$ cat src/rtl/swc_rtu_rsp_queue_if.sv
// RTU response queue handshake bundle: decision write side plus show-ahead head/ack side.
// The slave modport is the queue, the master modport is its surroundings.
interface swc_rtu_rsp_queue_if #(
  parameter int g_num_ports  = 16,
  parameter int g_prio_width = 3
);
  logic                    in_valid_i;
  logic [g_num_ports-1:0]  in_dst_mask_i;
  logic                    in_drop_i;
  logic [g_prio_width-1:0] in_prio_i;
  logic                    in_full_o;

  logic                    rtu_rsp_valid_o;
  logic                    rtu_rsp_ack_i;
  logic [g_num_ports-1:0]  rtu_dst_port_mask_o;
  logic                    rtu_drop_o;
  logic [g_prio_width-1:0] rtu_prio_o;

  modport slave (
    input  in_valid_i, in_dst_mask_i, in_drop_i, in_prio_i, rtu_rsp_ack_i,
    output in_full_o, rtu_rsp_valid_o, rtu_dst_port_mask_o, rtu_drop_o, rtu_prio_o
  );

  modport master (
    output in_valid_i, in_dst_mask_i, in_drop_i, in_prio_i, rtu_rsp_ack_i,
    input  in_full_o, rtu_rsp_valid_o, rtu_dst_port_mask_o, rtu_drop_o, rtu_prio_o
  );
endinterface

$ cat src/rtl/swc_rtu_rsp_queue.sv
// RTU decision FIFO with registered show-ahead head; write-to-valid latency 1 cycle.
// Writes while full are dropped and flagged sticky in overflow_o; acks while empty are ignored.
module swc_rtu_rsp_queue #(
  parameter int g_num_ports  = 16,
  parameter int g_prio_width = 3,
  parameter int g_depth      = 4
) (
  input  logic                       clk_i,
  input  logic                       rst_i,
  swc_rtu_rsp_queue_if.slave         rsp_if,
  output logic [$clog2(g_depth):0]   count_o,
  output logic                       overflow_o
);

  localparam int AW = $clog2(g_depth);
  localparam int CW = AW + 1;
  localparam logic [AW-1:0] PTR_ONE = AW'(1);
  localparam logic [CW-1:0] CNT_ONE = CW'(1);
  localparam logic [CW-1:0] DEPTH_C = CW'(g_depth);

  typedef struct packed {
    logic [g_num_ports-1:0]  mask;
    logic                    drop;
    logic [g_prio_width-1:0] prio;
  } entry_t;

  entry_t        mem_q [g_depth];
  entry_t        head_q, head_d;
  entry_t        wr_entry;
  logic [AW-1:0] wr_ptr_q, wr_ptr_d;
  logic [AW-1:0] rd_ptr_q, rd_ptr_d;
  logic [CW-1:0] count_q, count_d;
  logic          full_q, full_d;
  logic          valid_q, valid_d;
  logic          ovf_q, ovf_d;
  logic          run_q;
  logic          wr_en, rd_en;

  // run_q stays low for the first edge after reset release so that
  // a write or ack presented in the release cycle is ignored.
  always_comb begin
    wr_entry.mask = rsp_if.in_dst_mask_i;
    wr_entry.drop = rsp_if.in_drop_i | ~(|rsp_if.in_dst_mask_i);
    wr_entry.prio = rsp_if.in_prio_i;

    wr_en = run_q & rsp_if.in_valid_i & ~full_q;
    rd_en = run_q & rsp_if.rtu_rsp_ack_i & valid_q;

    count_d = count_q;
    case ({wr_en, rd_en})
      2'b10:   count_d = count_q + CNT_ONE;
      2'b01:   count_d = count_q - CNT_ONE;
      default: count_d = count_q;
    endcase

    wr_ptr_d = wr_en ? (wr_ptr_q + PTR_ONE) : wr_ptr_q;
    rd_ptr_d = rd_en ? (rd_ptr_q + PTR_ONE) : rd_ptr_q;

    full_d  = (count_d == DEPTH_C);
    valid_d = (count_d != '0);
    ovf_d   = ovf_q | (run_q & rsp_if.in_valid_i & full_q);

    // Refill the head whenever it is consumed or the queue leaves empty;
    // the new head bypasses memory when it is being written this cycle.
    head_d = head_q;
    if ((rd_en || !valid_q) && valid_d) begin
      if (wr_en && (rd_ptr_d == wr_ptr_q)) begin
        head_d = wr_entry;
      end else begin
        head_d = mem_q[rd_ptr_d];
      end
    end
  end

  always_ff @(posedge clk_i or posedge rst_i) begin
    if (rst_i) begin
      wr_ptr_q <= '0;
      rd_ptr_q <= '0;
      count_q  <= '0;
      full_q   <= 1'b0;
      valid_q  <= 1'b0;
      ovf_q    <= 1'b0;
      head_q   <= '0;
      run_q    <= 1'b0;
    end else begin
      wr_ptr_q <= wr_ptr_d;
      rd_ptr_q <= rd_ptr_d;
      count_q  <= count_d;
      full_q   <= full_d;
      valid_q  <= valid_d;
      ovf_q    <= ovf_d;
      head_q   <= head_d;
      run_q    <= 1'b1;
    end
  end

  always_ff @(posedge clk_i) begin
    if (wr_en) begin
      mem_q[wr_ptr_q] <= wr_entry;
    end
  end

  assign rsp_if.in_full_o           = full_q;
  assign rsp_if.rtu_rsp_valid_o     = valid_q;
  assign rsp_if.rtu_dst_port_mask_o = head_q.mask;
  assign rsp_if.rtu_drop_o          = head_q.drop;
  assign rsp_if.rtu_prio_o          = head_q.prio;
  assign count_o                    = count_q;
  assign overflow_o                 = ovf_q;

endmodule

$ cat src/flat_wrapper.sv
// flat-port wrapper written by rule: the top's interface ports become plain ports
module swc_rtu_rsp_queue_flat 
#(
  parameter int g_num_ports  = 16,
  parameter int g_prio_width = 3,
  parameter int g_depth      = 4
)
  (clk_i, rst_i, count_o, overflow_o, rsp_if_in_valid_i, rsp_if_in_dst_mask_i, rsp_if_in_drop_i, rsp_if_in_prio_i, rsp_if_rtu_rsp_ack_i, rsp_if_in_full_o, rsp_if_rtu_rsp_valid_o, rsp_if_rtu_dst_port_mask_o, rsp_if_rtu_drop_o, rsp_if_rtu_prio_o);
  swc_rtu_rsp_queue_if #(.g_num_ports(g_num_ports), .g_prio_width(g_prio_width)) rsp_if_i ();
  input  logic clk_i;
  input  logic rst_i;
  output logic [$clog2(g_depth):0] count_o;
  output logic overflow_o;
  input wire logic [$bits(rsp_if_i.in_valid_i)-1:0] rsp_if_in_valid_i;
  input wire logic [$bits(rsp_if_i.in_dst_mask_i)-1:0] rsp_if_in_dst_mask_i;
  input wire logic [$bits(rsp_if_i.in_drop_i)-1:0] rsp_if_in_drop_i;
  input wire logic [$bits(rsp_if_i.in_prio_i)-1:0] rsp_if_in_prio_i;
  input wire logic [$bits(rsp_if_i.rtu_rsp_ack_i)-1:0] rsp_if_rtu_rsp_ack_i;
  output wire logic [$bits(rsp_if_i.in_full_o)-1:0] rsp_if_in_full_o;
  output wire logic [$bits(rsp_if_i.rtu_rsp_valid_o)-1:0] rsp_if_rtu_rsp_valid_o;
  output wire logic [$bits(rsp_if_i.rtu_dst_port_mask_o)-1:0] rsp_if_rtu_dst_port_mask_o;
  output wire logic [$bits(rsp_if_i.rtu_drop_o)-1:0] rsp_if_rtu_drop_o;
  output wire logic [$bits(rsp_if_i.rtu_prio_o)-1:0] rsp_if_rtu_prio_o;
  assign rsp_if_i.in_valid_i = rsp_if_in_valid_i;
  assign rsp_if_i.in_dst_mask_i = rsp_if_in_dst_mask_i;
  assign rsp_if_i.in_drop_i = rsp_if_in_drop_i;
  assign rsp_if_i.in_prio_i = rsp_if_in_prio_i;
  assign rsp_if_i.rtu_rsp_ack_i = rsp_if_rtu_rsp_ack_i;
  assign rsp_if_in_full_o = rsp_if_i.in_full_o;
  assign rsp_if_rtu_rsp_valid_o = rsp_if_i.rtu_rsp_valid_o;
  assign rsp_if_rtu_dst_port_mask_o = rsp_if_i.rtu_dst_port_mask_o;
  assign rsp_if_rtu_drop_o = rsp_if_i.rtu_drop_o;
  assign rsp_if_rtu_prio_o = rsp_if_i.rtu_prio_o;
  swc_rtu_rsp_queue #(.g_num_ports(g_num_ports), .g_prio_width(g_prio_width), .g_depth(g_depth)) u_core (.clk_i(clk_i), .rst_i(rst_i), .rsp_if(rsp_if_i), .count_o(count_o), .overflow_o(overflow_o));
endmodule
$ cat config.mk
export PLATFORM = sky130hd
export DESIGN_NAME = swc_rtu_rsp_queue_flat
export DESIGN_NICKNAME = d
export VERILOG_FILES = /design/src/rtl/swc_rtu_rsp_queue_if.sv /design/src/rtl/swc_rtu_rsp_queue.sv /design/src/flat_wrapper.sv
export SDC_FILE = /design/constraint.sdc
export NUM_CORES = 1
export LEC_CHECK = 0
export BUFFER_PORTS_ARGS = -buffer_cell sky130_fd_sc_hd__buf_2
export CAP_MARGIN = 20
export CELL_PAD_IN_SITES_DETAIL_PLACEMENT = 1
export CELL_PAD_IN_SITES_GLOBAL_PLACEMENT = 1
export CORE_UTILIZATION = 50
export CTS_CLUSTER_DIAMETER = 30
export CTS_CLUSTER_SIZE = 30
export DETAILED_ROUTE_END_ITERATION = 6
export GPL_TIMING_DRIVEN = 0
export PLACE_DENSITY_LB_ADDON = 0.25
export SYNTH_ARGS = -nofsm -noshare
export SYNTH_HDL_FRONTEND = slang
export SYNTH_SLANG_ARGS = --single-unit
$ cat constraint.sdc
create_clock -name clk_i -period 3.6 [get_ports clk_i]
set_clock_uncertainty 0.15 [all_clocks]
set_input_delay 0.18 -clock clk_i [delete_from_list [all_inputs] [get_ports clk_i]]
set_output_delay 0.18 -clock clk_i [all_outputs]
set_load 0.05 [all_outputs]
==> results.json <==
{
  "status": "finished, final reports clean",
  "rows": 37,
  "power_density_nw_per_um2": 814.5,
  "overflow": 0,
  "die_w_um": 105.6,
  "fp.dieH_um": 105.6,
  "ant_nets": 0,
  "dr_total_vias": 3562,
  "drt_iter0_markers": 244,
  "place_congestion": 0.7733,
  "final_nets": 462,
  "min_period_over_period_pct": 93.09,
  "critPathCaptureType": "register",
  "cap_violations": 0,
  "setup_viol": 0,
  "slew_violations": 0,
  "holdWs_ps": 73.35,
  "setup.worst_path.start_class": "register",
  "worstPathRequired_ps": 3720,
  "final_layout_size_suffix_gt1_share_pct": 32.49,
  "ir_worst_vdd_v": 0.0003388,
  "yosysTopAreaCell": "edfxtp_1",
  "ys_seq_area_share_pct": 59.28,
  "slowest_delay_ps": 500,
  "fmax_mhz": 298.4,
  "ys_top_cells_by_count": "edfxtp_1, mux4_2, dfrtp_1",
  "maxSlewHeadroom_pct": 48.47,
  "grt_pass1_vias": 3907,
  "power.leakage_nw": 2.308,
  "cts_max_level": 3,
  "path_cells": "nand3_4 > clkinv_2 > ha_1 > inv_1 > fa_1 > xor2_1 > or3_1 > a32o_1 > clkbuf_2 > o31ai_1",
  "fillers": 990,
  "cts_max_path_buffers": 2,
  "syn_inst": 345,
  "clock_sinks": 111,
  "worst_path_max_delay_cell": "dfrtp_1",
  "synth_nets": 375,
  "synth.ff_latch_count": 111,
  "dp_hpwl_um": 9289,
  "grt_max_degree": 21,
  "post-place-ws_ps": -807.8,
  "dieArea_um2": 11140,
  "rsz0062_at_grt": "no",
  "layout_setup_ws_ps": 248.7,
  "synthTopCellsByArea": "edfxtp_1, dfrtp_1, mux4_2",
  "critPathKind": "register to register",
  "track_usage_pct": 27.87,
  "fin_tns_setup_ps": 0,
  "syn_area_um2": 5361,
  "area_growth_pct": 17.90,
  "core_area_um2": 10370,
  "firstDrtPassIters": 4,
  "n_antenna_cell": 0,
  "drcViolationCount": 0,
  "start_util_pct": 51.70,
  "wirelength_um": 14230,
  "wire_per_inst_um": 24.83,
  "clk_latency_ps": 370,
  "yosysMostFrequentCell": "edfxtp_1",
  "synth_flop_cell": "edfxtp_1",
  "place_area_um2": 5862,
  "cts_buffers": 9,
  "clock_tree.root_cell": "clkbuf_8",
  "path_clk_slew_ps": 100,
  "synth_top_area_share_pct": 44.81,
  "cp.arrival_ps": 3470,
  "port_buffers": 49,
  "viasPerCell": 6.216,
  "tightest_slew_ps": 772.1,
  "grt_pass1_wl_um": 22520,
  "final_area_um2": 6321,
  "finalHoldViolCount": 0,
  "ioPinCount": 50,
  "period_needed_ps": 3351,
  "ys_types": 44,
  "yosys_warnings": 0,
  "synth_edf_count": 80,
  "cts_tree": "done",
  "hold_path_class": "input port to register",
  "postSynth.asyncResetShare_pct": 27.93,
  "path_max_fanout": 15,
  "avgSynthCellArea_um2": 15.54,
  "antenna_found_initial": 0
}
## report_power, final
group          internal [mW]  switching, mW  total (mW)  leakage, nW
Combinational          0.910           1.70        2.61         1.11
Sequential              1.64          0.144        1.79         1.10
Clock                  0.342          0.412       0.754       0.0936
Total                   2.90           2.25        5.15         2.31
## flip-flops by register name, indices dropped and copies added, names as in the netlist
register and count:
u_core.mem_q 80, u_core.rsp_if.rtu_rsp_valid_o 1, u_core.rsp_if.in_full_o 1, u_core.run_q 1
u_core.rsp_if.rtu_drop_o 1, u_core.rsp_if.rtu_prio_o 3, u_core.rd_ptr_q 2, u_core.rsp_if.rtu_dst_port_mask_o 16
u_core.overflow_o 1, u_core.count_o 3, u_core.wr_ptr_q 2
## placed cells by master, fill, tap and decap left out, drive strengths merged, types with 2 or more instances in the layout
cell type and instances:
a221oi 18, a22oi 2, a311oi 2, a31o 3, and2 6, buf 72, clkbuf 22, clkinv 2
clkinvlp 2, dfrtp 31, dlygate4sd3 21, edfxtp 80, ha 5, inv 10, mux2i 2, mux4 36
nand2 26, nor2b 18, nor3 24, nor3b 2, nor4 4, o21ai 4, o31ai 19, or3 3
xnor2 5
## worst max-delay path: cells and delay by family (launching register included)
| family | cells | cell delay (ps) |
|---|---|---|
| adders and majority gates | 2 | 630 |
| AOI/OAI and AO/OA | 2 | 640 |
| xor gates and xnor gates | 1 | 160 |
| DFF | 1 | 500 |
| buffers and inverters | 3 | 600 |
| and+or+nand+nor | 2 | 550 |
## kinds of logic (layout without fill, tap and decap cells)
logic type | count (synthesis) | in the layout | synth area share [%]
flip-flops | 111 | 111 | 59.28
AND/OR/NAND/NOR | 89 | 89 | 8.962
AO/OA/AOI/OAI | 56 | 56 | 9.965
multiplexers | 38 | 38 | 15.71
buffers and inverters | 38 | 130 | 3.500
adder cells (fa/ha/maj) | 6 | 6 | 1.540
XOR/XNOR | 6 | 6 | 0.9802
other | 1 | 1 | 0.06994
## layout make-up
cell class / instances / area [um2] / area share, %
flip-flops and latches: 111 / 3179 / 50.30
multi-input cells: 196 / 2003 / 31.69
repair buffers: 78 / 590.6 / 9.343
well taps: 136 / 170.2 / 2.692
clock buffers: 13 / 148.9 / 2.356
plain buffers: 24 / 136.4 / 2.158
inverters: 12 / 50.05 / 0.7918
clock inverters: 3 / 42.54 / 0.6730
## per-layer routing
metal	GRT usage, %	vias up	wire [um]
li1	-	1563	-
met3	3.772	18	845
met5	0	-	0
met2	47.74	117	7418
met4	9.028	0	228
met1	37.09	1864	5734
## stage by stage
stage | instances | util (%) | power, mW
after floorplan | 345 | - | 3.655
final | 573 | 60.96 | 5.148
after global routing | 573 | 60.96 | 5.427
after global placement | 530 | 55.71 | 4.252
after detailed placement | 534 | 56.53 | 4.366
after CTS | 571 | 60.53 | 5.150
## final timing paths
check                                              start                                    to  slack (ps)  cells past startpoint
max                        u_core.rsp_if.rtu_rsp_valid_o  u_core.rsp_if.rtu_dst_port_mask_o[5]         250                     10
min                                 rsp_if_rtu_rsp_ack_i                    u_core.rd_ptr_q[1]          70                      3
max reg2reg                u_core.rsp_if.rtu_rsp_valid_o  u_core.rsp_if.rtu_dst_port_mask_o[5]         250                     10
min reg2reg                            u_core.overflow_o                     u_core.overflow_o         320                      1
max in group asynchronous                          rst_i                          u_core.run_q        2420                      4
min in group asynchronous                          rst_i           u_core.rsp_if.rtu_prio_o[0]         320                      3
## timing repair
item                                   CTS  global route
buffers inserted                         1             2
pin swaps                                1             0
endpoints found under the hold margin   90             0
resized for setup                        4             5
hold buffers                            21             0
setup endpoints to repair               21            20
No activity file was read; power rests on OpenSTA's default activity.
